$ cat src/rtl/axi_aw_issuer.sv
// AXI write-address issuer: accepts one request at a time, drives a single AW beat, tracks B retirements.
// AW outputs are registered one cycle after acceptance; illegal bursts are swallowed and flagged.
module axi_aw_issuer #(
  parameter int ADDR_W  = 32,
  parameter int ID_W    = 12,
  parameter int AXI_ID  = 0,
  parameter int MAX_OUT = 4,
  localparam int CNT_W  = 4
) (
  input  logic              clk,
  input  logic              rst,

  input  logic              req_valid,
  output logic              req_ready,
  input  logic [ADDR_W-1:0] req_addr,
  input  logic [7:0]        req_len,
  input  logic [2:0]        req_size,
  input  logic [1:0]        req_burst,

  output logic              m_axi_awvalid,
  input  logic              m_axi_awready,
  output logic [ADDR_W-1:0] m_axi_awaddr,
  output logic [7:0]        m_axi_awlen,
  output logic [2:0]        m_axi_awsize,
  output logic [1:0]        m_axi_awburst,
  output logic [ID_W-1:0]   m_axi_awid,
  output logic              m_axi_awlock,
  output logic [3:0]        m_axi_awcache,
  output logic [2:0]        m_axi_awprot,
  output logic [3:0]        m_axi_awqos,

  input  logic              m_axi_bvalid,
  output logic              m_axi_bready,
  input  logic [ID_W-1:0]   m_axi_bid,
  input  logic [1:0]        m_axi_bresp,

  output logic [CNT_W-1:0]  outstanding,
  output logic              idle,
  output logic              err_resp,
  output logic              err_id,
  output logic              err_req,
  input  logic              err_clr
);

  typedef enum logic {IDLE, ADDR} state_t;

  localparam logic [ID_W-1:0]  ID_C      = ID_W'(AXI_ID);
  localparam logic [CNT_W-1:0] MAX_OUT_C = CNT_W'(MAX_OUT);

  state_t      state;
  logic        aw_hs;
  logic        b_hs;
  logic        req_hs;
  logic        req_bad;
  logic [16:0] burst_bytes;
  logic [16:0] burst_end;

  assign m_axi_awid    = ID_C;
  assign m_axi_awlock  = 1'b0;
  assign m_axi_awcache = 4'b0011;
  assign m_axi_awprot  = 3'b000;
  assign m_axi_awqos   = 4'b0000;

  assign req_ready    = (state == IDLE) && (outstanding < MAX_OUT_C) && !rst;
  assign m_axi_bready = (outstanding != '0);
  assign idle         = !m_axi_awvalid && (outstanding == '0);

  assign req_hs = req_valid && req_ready;
  assign aw_hs  = m_axi_awvalid && m_axi_awready;
  assign b_hs   = m_axi_bvalid && m_axi_bready;

  // An INCR burst may end exactly on the 4 KB boundary but not beyond it.
  assign burst_bytes = (17'(req_len) + 17'd1) << req_size;
  assign burst_end   = 17'(req_addr[11:0]) + burst_bytes;
  assign req_bad     = (req_burst == 2'b11) ||
                       ((req_burst == 2'b01) && (burst_end > 17'd4096));

  always_ff @(posedge clk or posedge rst) begin
    if (rst) begin
      state         <= IDLE;
      m_axi_awvalid <= 1'b0;
      m_axi_awaddr  <= '0;
      m_axi_awlen   <= '0;
      m_axi_awsize  <= '0;
      m_axi_awburst <= '0;
      outstanding   <= '0;
      err_resp      <= 1'b0;
      err_id        <= 1'b0;
      err_req       <= 1'b0;
    end else begin
      if (err_clr) begin
        err_resp <= 1'b0;
        err_id   <= 1'b0;
        err_req  <= 1'b0;
      end

      case (state)
        IDLE: begin
          if (req_hs) begin
            if (req_bad) begin
              err_req <= 1'b1;
            end else begin
              m_axi_awaddr  <= req_addr;
              m_axi_awlen   <= req_len;
              m_axi_awsize  <= req_size;
              m_axi_awburst <= req_burst;
              m_axi_awvalid <= 1'b1;
              state         <= ADDR;
            end
          end
        end
        ADDR: begin
          if (m_axi_awready) begin
            m_axi_awvalid <= 1'b0;
            state         <= IDLE;
          end
        end
        default: state <= IDLE;
      endcase

      // A response with a foreign ID still retires one write.
      if (b_hs) begin
        if (m_axi_bresp != 2'b00) err_resp <= 1'b1;
        if (m_axi_bid != ID_C)    err_id   <= 1'b1;
      end

      case ({aw_hs, b_hs})
        2'b10:   outstanding <= outstanding + 1'b1;
        2'b01:   outstanding <= outstanding - 1'b1;
        default: outstanding <= outstanding;
      endcase
    end
  end

endmodule

$ cat config.mk
export PLATFORM = sky130hd
export DESIGN_NAME = axi_aw_issuer
export DESIGN_NICKNAME = d
export VERILOG_FILES = /design/src/rtl/axi_aw_issuer.sv
export SDC_FILE = /design/constraint.sdc
export NUM_CORES = 1
export LEC_CHECK = 0
export CORE_MARGIN = 10
export CORE_UTILIZATION = 45
export CTS_BUF_LIST = sky130_fd_sc_hd__clkbuf_2
export CTS_CLUSTER_DIAMETER = 60
export CTS_CLUSTER_SIZE = 28
export DETAILED_ROUTE_END_ITERATION = 7
export DONT_BUFFER_PORTS = 1
export GPL_TIMING_DRIVEN = 0
export PLACE_DENSITY = 0.58
export SLEW_MARGIN = 20
export SYNTH_ARGS = -nofsm -noshare
export SYNTH_HDL_FRONTEND = slang
export SYNTH_SLANG_ARGS = --single-unit
$ cat constraint.sdc
create_clock -name clk -period 3.27 [get_ports clk]
set_input_delay 0.654 -clock clk [delete_from_list [all_inputs] [get_ports clk]]
set_output_delay 0.654 -clock clk [all_outputs]
set_load 0.01 [all_outputs]
==> summary.md, run 1 <==
| Metric | Value |
|---|---|
| Die area | 11990 sq um |
| GP Congestion | 0.8741 |
| Post-Syn Area | 3603 sq um |
| Critical path startpoint category | input port |
| Initial antenna violation count | 0 |
| Total iterations of the first detailed-routing run | 4 |
| Post-Synthesis Cells | 353 |
| Fin crit share | 1.253 |
| Worst-path maximum fanout | 10 |
| Final #Nets | 500 |
| Crit path buffers/inverters | 4 |
| Top cells by area, synth | dfrtp_1 (38%), mux2_2 (13%), ha_1 (5.9%), buf_4 (5.0%), mux2i_1 (2.8%) |
| Post-Route Utilization | 0.6050 |
| Total number of vias | 2841 |
| Max VDD drop | 0.3660 mV |
| Number of synthesized flops with an enable pin | 0 |
| Tmin final | 4096 ps |
| Post-synth ARST share | 1.000 |
| CTS Buffer Depth | 2 |
| PortBufs | 0 |
| Internal | 0.001722 W |
| Clock share of power | 0.106 |
| Total track usage | 0.1587 |
| Worst EP arrival | 4480 ps |
| CP top delay family | compound AO/OA/AOI/OAI gates |
| First-pass GRT wire length | 15290 microns |
| RSZ-0062 raised after global routing | true |
| Top Ports | 145 |
| Root Buffer | clkbuf_2 |
| DR WL/cell | 19.05 microns |
| Logic pwr share | 0.394 |
| Run status | finished with violations |
| Net Sw Frac | 0.3903 |
| Max Slew Vio Count | 0 |
| Worst slew pin tran | 811.0 ps |
| Initial drt markers | 110 |
| Hold Vio Cnt, Final | 0 |
| Die Y | 109.5 microns |
| GR Overflow Total | 0 |
| Final worst slack | -825.9 ps |
| PwrDens | 600.9 nW/um^2 |
| Initial core utilization | 0.4639 |
| Net Sw Power | 0.001102 W |
| Post-synthesis sequential area ratio | 0.3750 |
| Req. time, crit path | 3660 ps |
| Endpoint class of the critical path | flip-flop |
| Rows | 32 |
| Share of cells above drive strength 1 | 0.4053 |
| Remaining DRCs | 0 |
| Placement Setup Slack | -1780 ps |
| Slew headroom | 0.4544 |
| Leak | 2.176 nW |
| FF+latch count, synth | 54 |
| Synth top cells by count | dfrtp_1 (54), mux2_2 (40), buf_4 (24) |
| Skew-Pair Late Insertion Delay | 490 ps |
| Max incr delay on CP | 410 ps |
| Total Routed Length | 9888 microns |
| Post-DP Area | 3895 sq um |
| Finished Cell Area | 4700 sq um |
| Synthesis warning total | 0 |
| Sequential share of power | 0.500 |
| Top cell type by total area after synthesis | dfrtp_1 |
| ANT cells | 0 |
| Cts hold-fix bufs | 0 |
| Cell Chain, Critical Path | ha_4 -> xor2_2 -> mux2_4 -> a21oi_4 -> buf_6 -> buf_4 -> mux2i_2 -> ha_1 -> o21a_1 -> o21a_1 -> nor2b_2 -> or4_1 -> a32o_2 -> nor4_4 -> o2111ai_2 -> a21oi_4 -> buf_12 -> buf_12 -> mux2_2 |
| Avg Cell Area, Syn | 10.21 sq um |
| Worst min path class | in2async |
| Pin count of the biggest net entering global routing | 55 |
| Post-route ant nets | 0 |
| Crit path kind | in2reg |
| Total core area | 7767 sq um |
| Number of global-route vias before repair | 2957 |
| Die X-Extent | 109.5 microns |
| Clk_skew | 31.28 ps |
| Number of vias per cell | 5.474 |
| Setup violators final | 48 |
| Cell variety after synth | 54 |
| Clk sinks | 54 |
| Clock transition at path regs | 340 ps |
| F_max | 0.2441 GHz |
| DP HPWL | 7313 microns |
| Area grow syn2layout | 30.42% |
| CTS tree | built |
| TritonCTS Buffers | 5 |
| Critical path's slowest cell | or4_1 |
| MaxCap Viol Count | 0 |
| Failing checks | negative setup slack |
| Final Total Pwr | 0.002824 W |
| Most common cell in the netlist | dfrtp_1 |
| Dominant synthesized flop cell | dfrtp_1 |
| Top cell type's share of synthesized area | 0.3750 |
| Setup TNS | -36640 ps |
| H-Tree Depth | 2 |
[final cells by class]
cell class	instances	area (sq um)
Fill cell	635	3068
Multi-Input combinational cell	265	2376
Sequential cell	54	1351
Buffer	39	389.1
Timing Repair Buffer	34	336.6
Tap cell	102	127.6
Inverter	17	70.07
Clock buffer	5	25.02
Clock inverter	3	23.77
[sequential cells by signal, indices dropped and copies added, names as in the netlist]
register,count
err_id,1
outstanding,4
m_axi_awlen,8
m_axi_awburst,2
err_resp,1
state,1
m_axi_awvalid,1
m_axi_awaddr,32
m_axi_awsize,3
err_req,1
[through the flow]
| step | hold WS, ps | instances |
|---|---|---|
| floorplan | 477.1 | 375 |
| detailed placement | 523.6 | 477 |
| global route | 81.64 | 519 |
| global placement | 514.4 | 477 |
| finish | 67.98 | 519 |
| CTS | 103.4 | 513 |
[path summary, 6_finish.rpt]
| kind | cells after the start | to | start | slack (ps) |
|---|---|---|---|---|
| worst max-delay path | 19 | m_axi_awaddr[19] | req_len[0] | -830 |
| max in group asynchronous | 1 | m_axi_awaddr[31] | rst | 2740 |
| min in group clk | 1 | err_id | err_clr | 250 |
| worst min register to register | 1 | state | state | 570 |
| worst max register to register | 10 | outstanding[3] | outstanding[3] | 660 |
| worst min-delay path | 1 | m_axi_awaddr[8] | rst | 70 |
[cells in the final DEF, fill, tap and decap left out, drive strengths merged, types with 2 or more instances in the layout]
master	synthesis	routed
a2111oi	2	2
a211o	2	2
a211oi	2	2
a21o	9	9
a21oi	17	17
a31o	2	2
a31oi	3	3
a32o	2	2
and3	4	4
and4	2	2
buf	31	64
clkbuf	8	14
conb	2	24
dfrtp	54	54
fa	2	2
ha	17	17
inv	16	18
mux2	46	46
mux2i	10	10
nand2	23	23
nand2b	2	2
nand3	7	7
nand4	3	3
nand4b	3	3
nor2	12	12
nor2b	2	2
nor3	7	7
nor3b	2	2
nor4	6	6
o211ai	3	3
o21a	4	4
o21ai	15	15
o22a	2	2
o22ai	5	5
o32ai	2	2
or3	2	2
or4	2	2
xnor2	6	6
xor2	6	6
[logic make-up after synthesis]
kind of cell	Yosys count	synth area share
buffers and inverters	56	0.09236
AND/OR/NAND/NOR	78	0.1132
multiplexers	56	0.1715
AO/OA/AOI/OAI	76	0.1465
other	2	0.002084
adder cells (fa/ha/maj)	19	0.07014
flip-flops	54	0.3750
XOR/XNOR	12	0.02917
[power groups by stage]
stage,clock [W],combinational (W),sequential [W]
global route,0.000342,0.00123,0.00148
global placement,0,0.000809,0.00143
detailed placement,0,0.000832,0.00144
CTS,0.000311,0.000982,0.00143
finish,0.000300,0.00111,0.00141
floorplan,0,0.000722,0.00132
[layer usage]
layer  up-vias  GRT usage  wire length [microns]
li1       1362          -                      -
met1      1361     0.1891                   3814
met2       112     0.2453                   4593
met3         6    0.09362                   1416
met4         0    0.02788                     64
met5         -          0                      0
[repair_timing]
action,4_1_cts,5_1_grt
setup endpoints to repair,48,48
buffers inserted,26,5
cloned,2,1
pin swaps,18,17
gates resized for setup,58,50
No activity file was read; power rests on OpenSTA's default activity.
==> inputs of run 2 (changes only) <==
--- a/config.mk
+++ b/config.mk
@@ -14,6 +14,7 @@
 export DONT_BUFFER_PORTS = 1
 export GPL_TIMING_DRIVEN = 0
 export PLACE_DENSITY = 0.58
+export REMOVE_ABC_BUFFERS = 1
 export SLEW_MARGIN = 20
 export SYNTH_ARGS = -nofsm -noshare
 export SYNTH_HDL_FRONTEND = slang
==> summary.md, run 2 (synthesis gave the netlist of run 1 again) <==
| Metric | Value |
|---|---|
| Worst slew pin tran | 662.3 ps (-148.7 ps) |
| Initial core utilization | 0.4639 (unchanged) |
| Remaining DRCs | 0 (unchanged) |
| DR WL/cell | 20.56 microns (+7.9%) |
| Number of vias per cell | 5.693 (+4.0%) |
| Non-Filler Instances | 475 (-8.5%) |
| Fillers | 676 (+6.5%) |
| Multi-input logic area | 2227 sq um (-6.3%) |
| Final worst slack | -883.4 ps (-57.47 ps) |
| Initial drt markers | 95 (-14%) |
| TritonCTS Buffers | 5 (unchanged) |
| Commonest non-fill, non-tap cells in the layout | dfrtp_1 (54), mux2_4 (25), conb_1 (24), nand2_1 (22), mux2_2 (19) |
| Clock transition at path regs | 320 ps (-20 ps) |
| Max Slew Vio Count | 0 (unchanged) |
| First-pass GRT wire length | 14240 microns (-6.9%) |
| Rows | 32 (unchanged) |
| Setup violators final | 48 (unchanged) |
| Worst EP arrival | 4540 ps (+60 ps) |
| Total iterations of the first detailed-routing run | 4 (unchanged) |
| Crit path kind | in2reg |
| Setup TNS | -40100 ps (-3457 ps) |
| Skew-Pair Late Insertion Delay | 450 ps (-40 ps) |
| Total track usage | 0.1480 (-0.01064) |
| Pin count of the biggest net entering global routing | 55 (unchanged) |
| DP HPWL | 6920 microns (-5.4%) |
| Max reg flops | 32 (unchanged) |
| Top reg by flops | m_axi_awaddr |
| Total core area | 7767 sq um (unchanged) |
| Post-route ant nets | 0 (unchanged) |
| FF+latch area | 1351 sq um (unchanged) |
| Share of cells above drive strength 1 | 0.2869 (-0.1184) |
| Cts hold-fix bufs | 0 (unchanged) |
| H-Tree Depth | 2 (unchanged) |
| Max VDD drop | 0.4447 mV (+21%) |
| Largest regs | m_axi_awaddr (32), m_axi_awlen (8), outstanding (4) |
| Fin crit share | 1.270 (+0.01757) |
| Clk_skew | 19.60 ps (-11.68 ps) |
| PortBufs | 0 (unchanged) |
| Met1 Use GR | 0.1797 (-0.009389) |
| F_max | 0.2408 GHz (-1.4%) |
| Met3 Resource Use GR | 0.08192 (-0.01170) |
| Root Buffer | clkbuf_2 |
| Cells after DPL | 440 (-7.8%) |
| Die area | 11990 sq um (unchanged) |
| CTS tree | built |
| MaxCap Viol Count | 0 (unchanged) |
| Initial antenna violation count | 0 (unchanged) |
| Hold Vio Cnt, Final | 0 (unchanged) |
| Endpoint class of the critical path | flip-flop |
| Die Y | 109.5 microns (unchanged) |
| GR Overflow Total | 0 (unchanged) |
| Tmin final | 4153 ps (+57.47 ps) |
| Slew headroom | 0.5585 (+0.1041) |
| Placement Setup Slack | -1948 ps (-167.5 ps) |
| RSZ-0062 raised after global routing | true |
| Area grow syn2layout | 17.26% |
| Worst min path class | in2async |
| GP Congestion | 0.8290 (-5.2%) |
| Clk sinks | 54 (unchanged) |
| Failing checks | negative setup slack |
| Critical path startpoint category | input port |
| Worst-path maximum fanout | 9 (-1) |
| Leak | 1.923 nW (-12%) |
| Run status | finished with violations |
| PwrDens | 661.6 nW/um^2 (+10%) |
| Top Ports | 145 (unchanged) |
| Number of global-route vias before repair | 2622 (-11%) |
| Post-Route Utilization | 0.5440 (-0.06105) |
| ANT cells | 0 (unchanged) |
| Commonest non-fill, non-tap cell in the layout | dfrtp_1 |
| CTS Buffer Depth | 2 (unchanged) |
| GR Util met2 | 0.2279 (-0.01746) |
| Total number of vias | 2704 (-4.8%) |
| Total Routed Length | 9766 microns (-1.2%) |
| R2R depth | 10 (unchanged) |
| Die X-Extent | 109.5 microns (unchanged) |
| Final #Nets | 456 (-8.8%) |
| Layer with the highest usage | met2 |
| Req. time, crit path | 3660 ps (about the same) |
## run 2: worst paths after layout
check	slack [ps]	to	start
hold / removal	110	m_axi_awaddr[7]	rst
setup / recovery	-880	m_axi_awaddr[27]	req_len[0]
hold reg to reg	580	state	state
setup reg to reg	620	outstanding[3]	outstanding[3]
max in group asynchronous	2720	m_axi_awaddr[9]	rst
min in group clk	240	err_id	err_clr
## run 2: final cells by class
| type | instances | share of cell area |
|---|---|---|
| Clock buffer | 5 | 0.005922 |
| Clock inverter | 3 | 0.01125 |
| Multi-Input combinational cell | 265 | 0.5271 |
| Inverter | 17 | 0.01569 |
| Timing Repair Buffer | 29 | 0.09002 |
| Tap cell | 102 | 0.03020 |
| Sequential cell | 54 | 0.3198 |
## run 2: through the flow
step	power [W]	hold WS [ps]	instance area [sq um]
after floorplan	0.001969	477.6	3417
after global placement	0.002155	515.1	3545
after detailed placement	0.002206	517.4	3602
after CTS	0.002741	101.0	3985
after global routing	0.003000	97.65	4225
final	0.002795	108.0	4225
## run 2: critical path, cell delays in order
cell       delay (ps)
ha_4              160
xor2_2            150
mux2_4            300
mux2i_2           200
o32ai_2           130
ha_1              310
o21a_1            150
a2111oi_4         380
nor2b_1           100
or4_1             410
a32o_2            270
nor4_4            230
o2111ai_4         200
a21oi_4           250
buf_8             170
clkbuf_16         160
mux2_2            320
## run 2: repair_timing
action,4_1_cts,5_1_grt
pin swaps,13,12
resized for setup,45,19
setup buffers,11,10
cloned,2,4
setup endpoints to repair,48,48
## run 2: where the power goes
| group | internal (W) | switching (W) | total, W | leakage (nW) |
|---|---|---|---|---|
| logic | 0.000607 | 0.000407 | 0.00101 | 1.22 |
| registers | 0.000984 | 0.000423 | 0.00141 | 0.655 |
| clock network | 0.000134 | 0.000239 | 0.000373 | 0.0436 |
## run 2: metal layers
metal  up-vias  wire length (microns)
met5         -                      0
met4         0                     26
met3         2                   1261
met2        97                   4751
met1      1337                   3726
li1       1268                      -
==> inputs of run 3 (changes only) <==
--- a/config.mk
+++ b/config.mk
@@ -13,7 +13,7 @@
 export DETAILED_ROUTE_END_ITERATION = 7
 export DONT_BUFFER_PORTS = 1
 export GPL_TIMING_DRIVEN = 0
-export PLACE_DENSITY = 0.58
+export PLACE_DENSITY = 0.6
 export REMOVE_ABC_BUFFERS = 1
 export SLEW_MARGIN = 20
 export SYNTH_ARGS = -nofsm -noshare
==> constraint.sdc (replaced) <==
create_clock -name clk -period 3.8 [get_ports clk]
set_input_delay 0.76 -clock clk [delete_from_list [all_inputs] [get_ports clk]]
set_output_delay 0.76 -clock clk [all_outputs]
set_load 0.01 [all_outputs]
==> summary.md, run 3 (synthesis gave the netlist of run 1 again) <==
| Metric | Value |
|---|---|
| Run status | finished with violations |
| Failing checks | negative setup slack |
| Commonest non-fill, non-tap cell in the layout | dfrtp_1 |
| Critical path startpoint category | input port |
| Root Buffer | clkbuf_2 |
| Initial drt markers | 77 (-19%) |
| Number of vias per cell | 5.812 (+2.1%) |
| Hold Vio Cnt, Final | 0 (unchanged) |
| Reg2Reg Setup Slack | 1130 ps (+510 ps) |
| Commonest non-fill, non-tap cells in the layout | dfrtp_1 (54), mux2_4 (44), conb_1 (24), nand2_1 (22) |
| Share of cells above drive strength 1 | 0.3145 (+0.02765) |
| Final #Nets | 455 (-0.22%) |
| Post-route ant nets | 0 (unchanged) |
| Placement Setup Slack | -1417 ps (+531.0 ps) |
| Largest regs | m_axi_awaddr (32), m_axi_awlen (8), outstanding (4) |
| Total core area | 7767 sq um (unchanged) |
| Max reg flops | 32 (unchanged) |
| Setup violators final | 46 (-4.2%) |
| R2r startpoint | outstanding[3] |
| Final worst slack | -522.4 ps (+360.9 ps) |
| DP HPWL | 6827 microns (-1.3%) |
| PwrDens | 568.3 nW/um^2 (-14%) |
| Setup TNS | -21620 ps (+18480 ps) |
| Fillers | 660 (-2.4%) |
| Cell Chain, Critical Path | ha_4 -> xor2_2 -> nand2_1 -> o21ai_0 -> o21ai_1 -> nor2_1 -> ha_1 -> o21a_1 -> a2111oi_4 -> nor2b_4 -> or4_1 -> a32o_2 -> nor4_4 -> o2111ai_4 -> a21oi_4 -> buf_6 -> buf_8 -> buf_16 -> mux2_4 |
| Die X-Extent | 109.5 microns (unchanged) |
| MaxCap Viol Count | 0 (unchanged) |
| Leak | 1.975 nW (+2.7%) |
| Critical path's slowest cell | a2111oi_4 |
| Total iterations of the first detailed-routing run | 4 (unchanged) |
| Worst-path maximum fanout | 9 (unchanged) |
| Worst min path class | in2async |
| H-Tree Depth | 2 (unchanged) |
| ANT cells | 0 (unchanged) |
| Die Y | 109.5 microns (unchanged) |
| CTS tree | built |
| R2r endpoint | outstanding[3] |
| Final Total Pwr | 0.002494 W (-11%) |
| Clk_skew | 14.68 ps (-4.912 ps) |
| First-pass GRT wire length | 14410 microns (+1.2%) |
| Pin count of the biggest net entering global routing | 55 (unchanged) |
| Fin Hold WS | 228.2 ps (+120.1 ps) |
| Fin crit share | 1.137 |
| CTS Buffer Depth | 2 (unchanged) |
| Number of global-route vias before repair | 2658 (+1.4%) |
| TritonCTS Buffers | 5 (unchanged) |
| Crit path kind | in2reg |
| Initial core utilization | 0.4639 (unchanged) |
| Max VDD drop | 0.3254 mV (-27%) |
| Slew headroom | 0.5579 (about the same) |
| Clock transition at path regs | 300 ps (-20 ps) |
| Initial antenna violation count | 0 (unchanged) |
| Top reg by flops | m_axi_awaddr |
| Worst slew pin tran | 663.1 ps (+0.8352 ps) |
| Die area | 11990 sq um (unchanged) |
| Total Routed Length | 10230 microns (+4.8%) |
| Endpoint class of the critical path | flip-flop |
| R2R depth | 10 (unchanged) |
| DR WL/cell | 21.59 microns (+5.0%) |
| Total number of vias | 2755 (+1.9%) |
| F_max | 0.2314 GHz |
| Req. time, crit path | 4190 ps (+530 ps) |
| Max Slew Vio Count | 0 (unchanged) |
| Rows | 32 (unchanged) |
| Skew-Pair Late Insertion Delay | 450 ps (about the same) |
| PortBufs | 0 (unchanged) |
| Top Ports | 145 (unchanged) |
| Total track usage | 0.1505 (+0.002490) |
| Tmin final | 4322 ps |
| Cells after DPL | 440 (unchanged) |
| GP Congestion | 0.8343 (+0.64%) |
| Worst EP arrival | 4710 ps (+170 ps) |
| GR Overflow Total | 0 (unchanged) |
| Remaining DRCs | 0 (unchanged) |
| Area grow syn2layout | 21.81% |
| RSZ-0062 raised after global routing | true |
| Clk sinks | 54 (unchanged) |
| Non-Filler Instances | 474 (-0.21%) |
| Max incr delay on CP | 460 ps (+50 ps) |
## run 3: cell types whose count changed in the layout (fill, tap and decap cells not counted), sizes merged
cell,change
clkinv,-2
clkinvlp,+2
inv,-1
## run 3: layout make-up
| cell class | instances | area [sq um] | area share |
|---|---|---|---|
| Multi-Input combinational cell | 265 | 2384 | 0.5430 |
| Timing Repair Buffer | 28 | 389.1 | 0.08865 |
| Clock inverter | 2 | 37.54 | 0.008552 |
| Clock buffer | 6 | 30.03 | 0.006842 |
| Inverter | 17 | 70.07 | 0.01596 |
| Tap cell | 102 | 127.6 | 0.02908 |
| Sequential cell | 54 | 1351 | 0.3079 |
## run 3: critical path, delay by kind of cell
| kind | cells | cell delay (ps) |
|---|---|---|
| buf+inv | 3 | 380 |
| compound gates | 7 | 1740 |
| simple gates | 5 | 860 |
| fa+ha+maj | 2 | 500 |
| mux | 1 | 300 |
| xor+xnor | 1 | 150 |
## run 3: worst max-delay path by stage
stage / start / endpoint / slack [ps] / cells after the start
after global routing: req_len[0] / m_axi_awaddr[14] / -650 / 18
after floorplan: req_len[0] / m_axi_awaddr[10] / -1180 / 15
after global placement: req_len[0] / m_axi_awlen[1] / -2030 / 16
after CTS: req_len[0] / m_axi_awaddr[24] / -600 / 18
final: req_len[0] / m_axi_awlen[4] / -520 / 19
after detailed placement: req_len[0] / m_axi_awaddr[21] / -1420 / 18
## run 3: metrics by stage
stage / util / cell area [sq um]
2_1_floorplan: - / 3417
3_3_place_gp: 0.4563 / 3545
3_5_place_dp: 0.4638 / 3602
4_1_cts: 0.5216 / 4051
5_1_grt: 0.5651 / 4389
6_report: 0.5651 / 4389
## run 3: report_power, final
part | leakage, nW | switching (W) | internal, W
clock network | 0.0392 | 0.000198 | 0.000113
logic | 1.28 | 0.000371 | 0.000597
registers | 0.655 | 0.000369 | 0.000847
total | 1.97 | 0.000937 | 0.00156
## run 3: metal layers
layer	GRT usage	part of all wire	vias to the layer above
li1	-	-	1275
met1	0.1837	0.40	1357
met2	0.2419	0.47	116
met3	0.06788	0.13	7
met4	0.02788	0.0080	0
met5	0	0	-
## run 3: repair_timing
action	4_1_cts	5_1_grt
hold buffers	0	0
endpoints found under the setup margin	48	48
buffers inserted	10	14
resized for setup	49	53
cloned	4	2
pin swaps	10	19
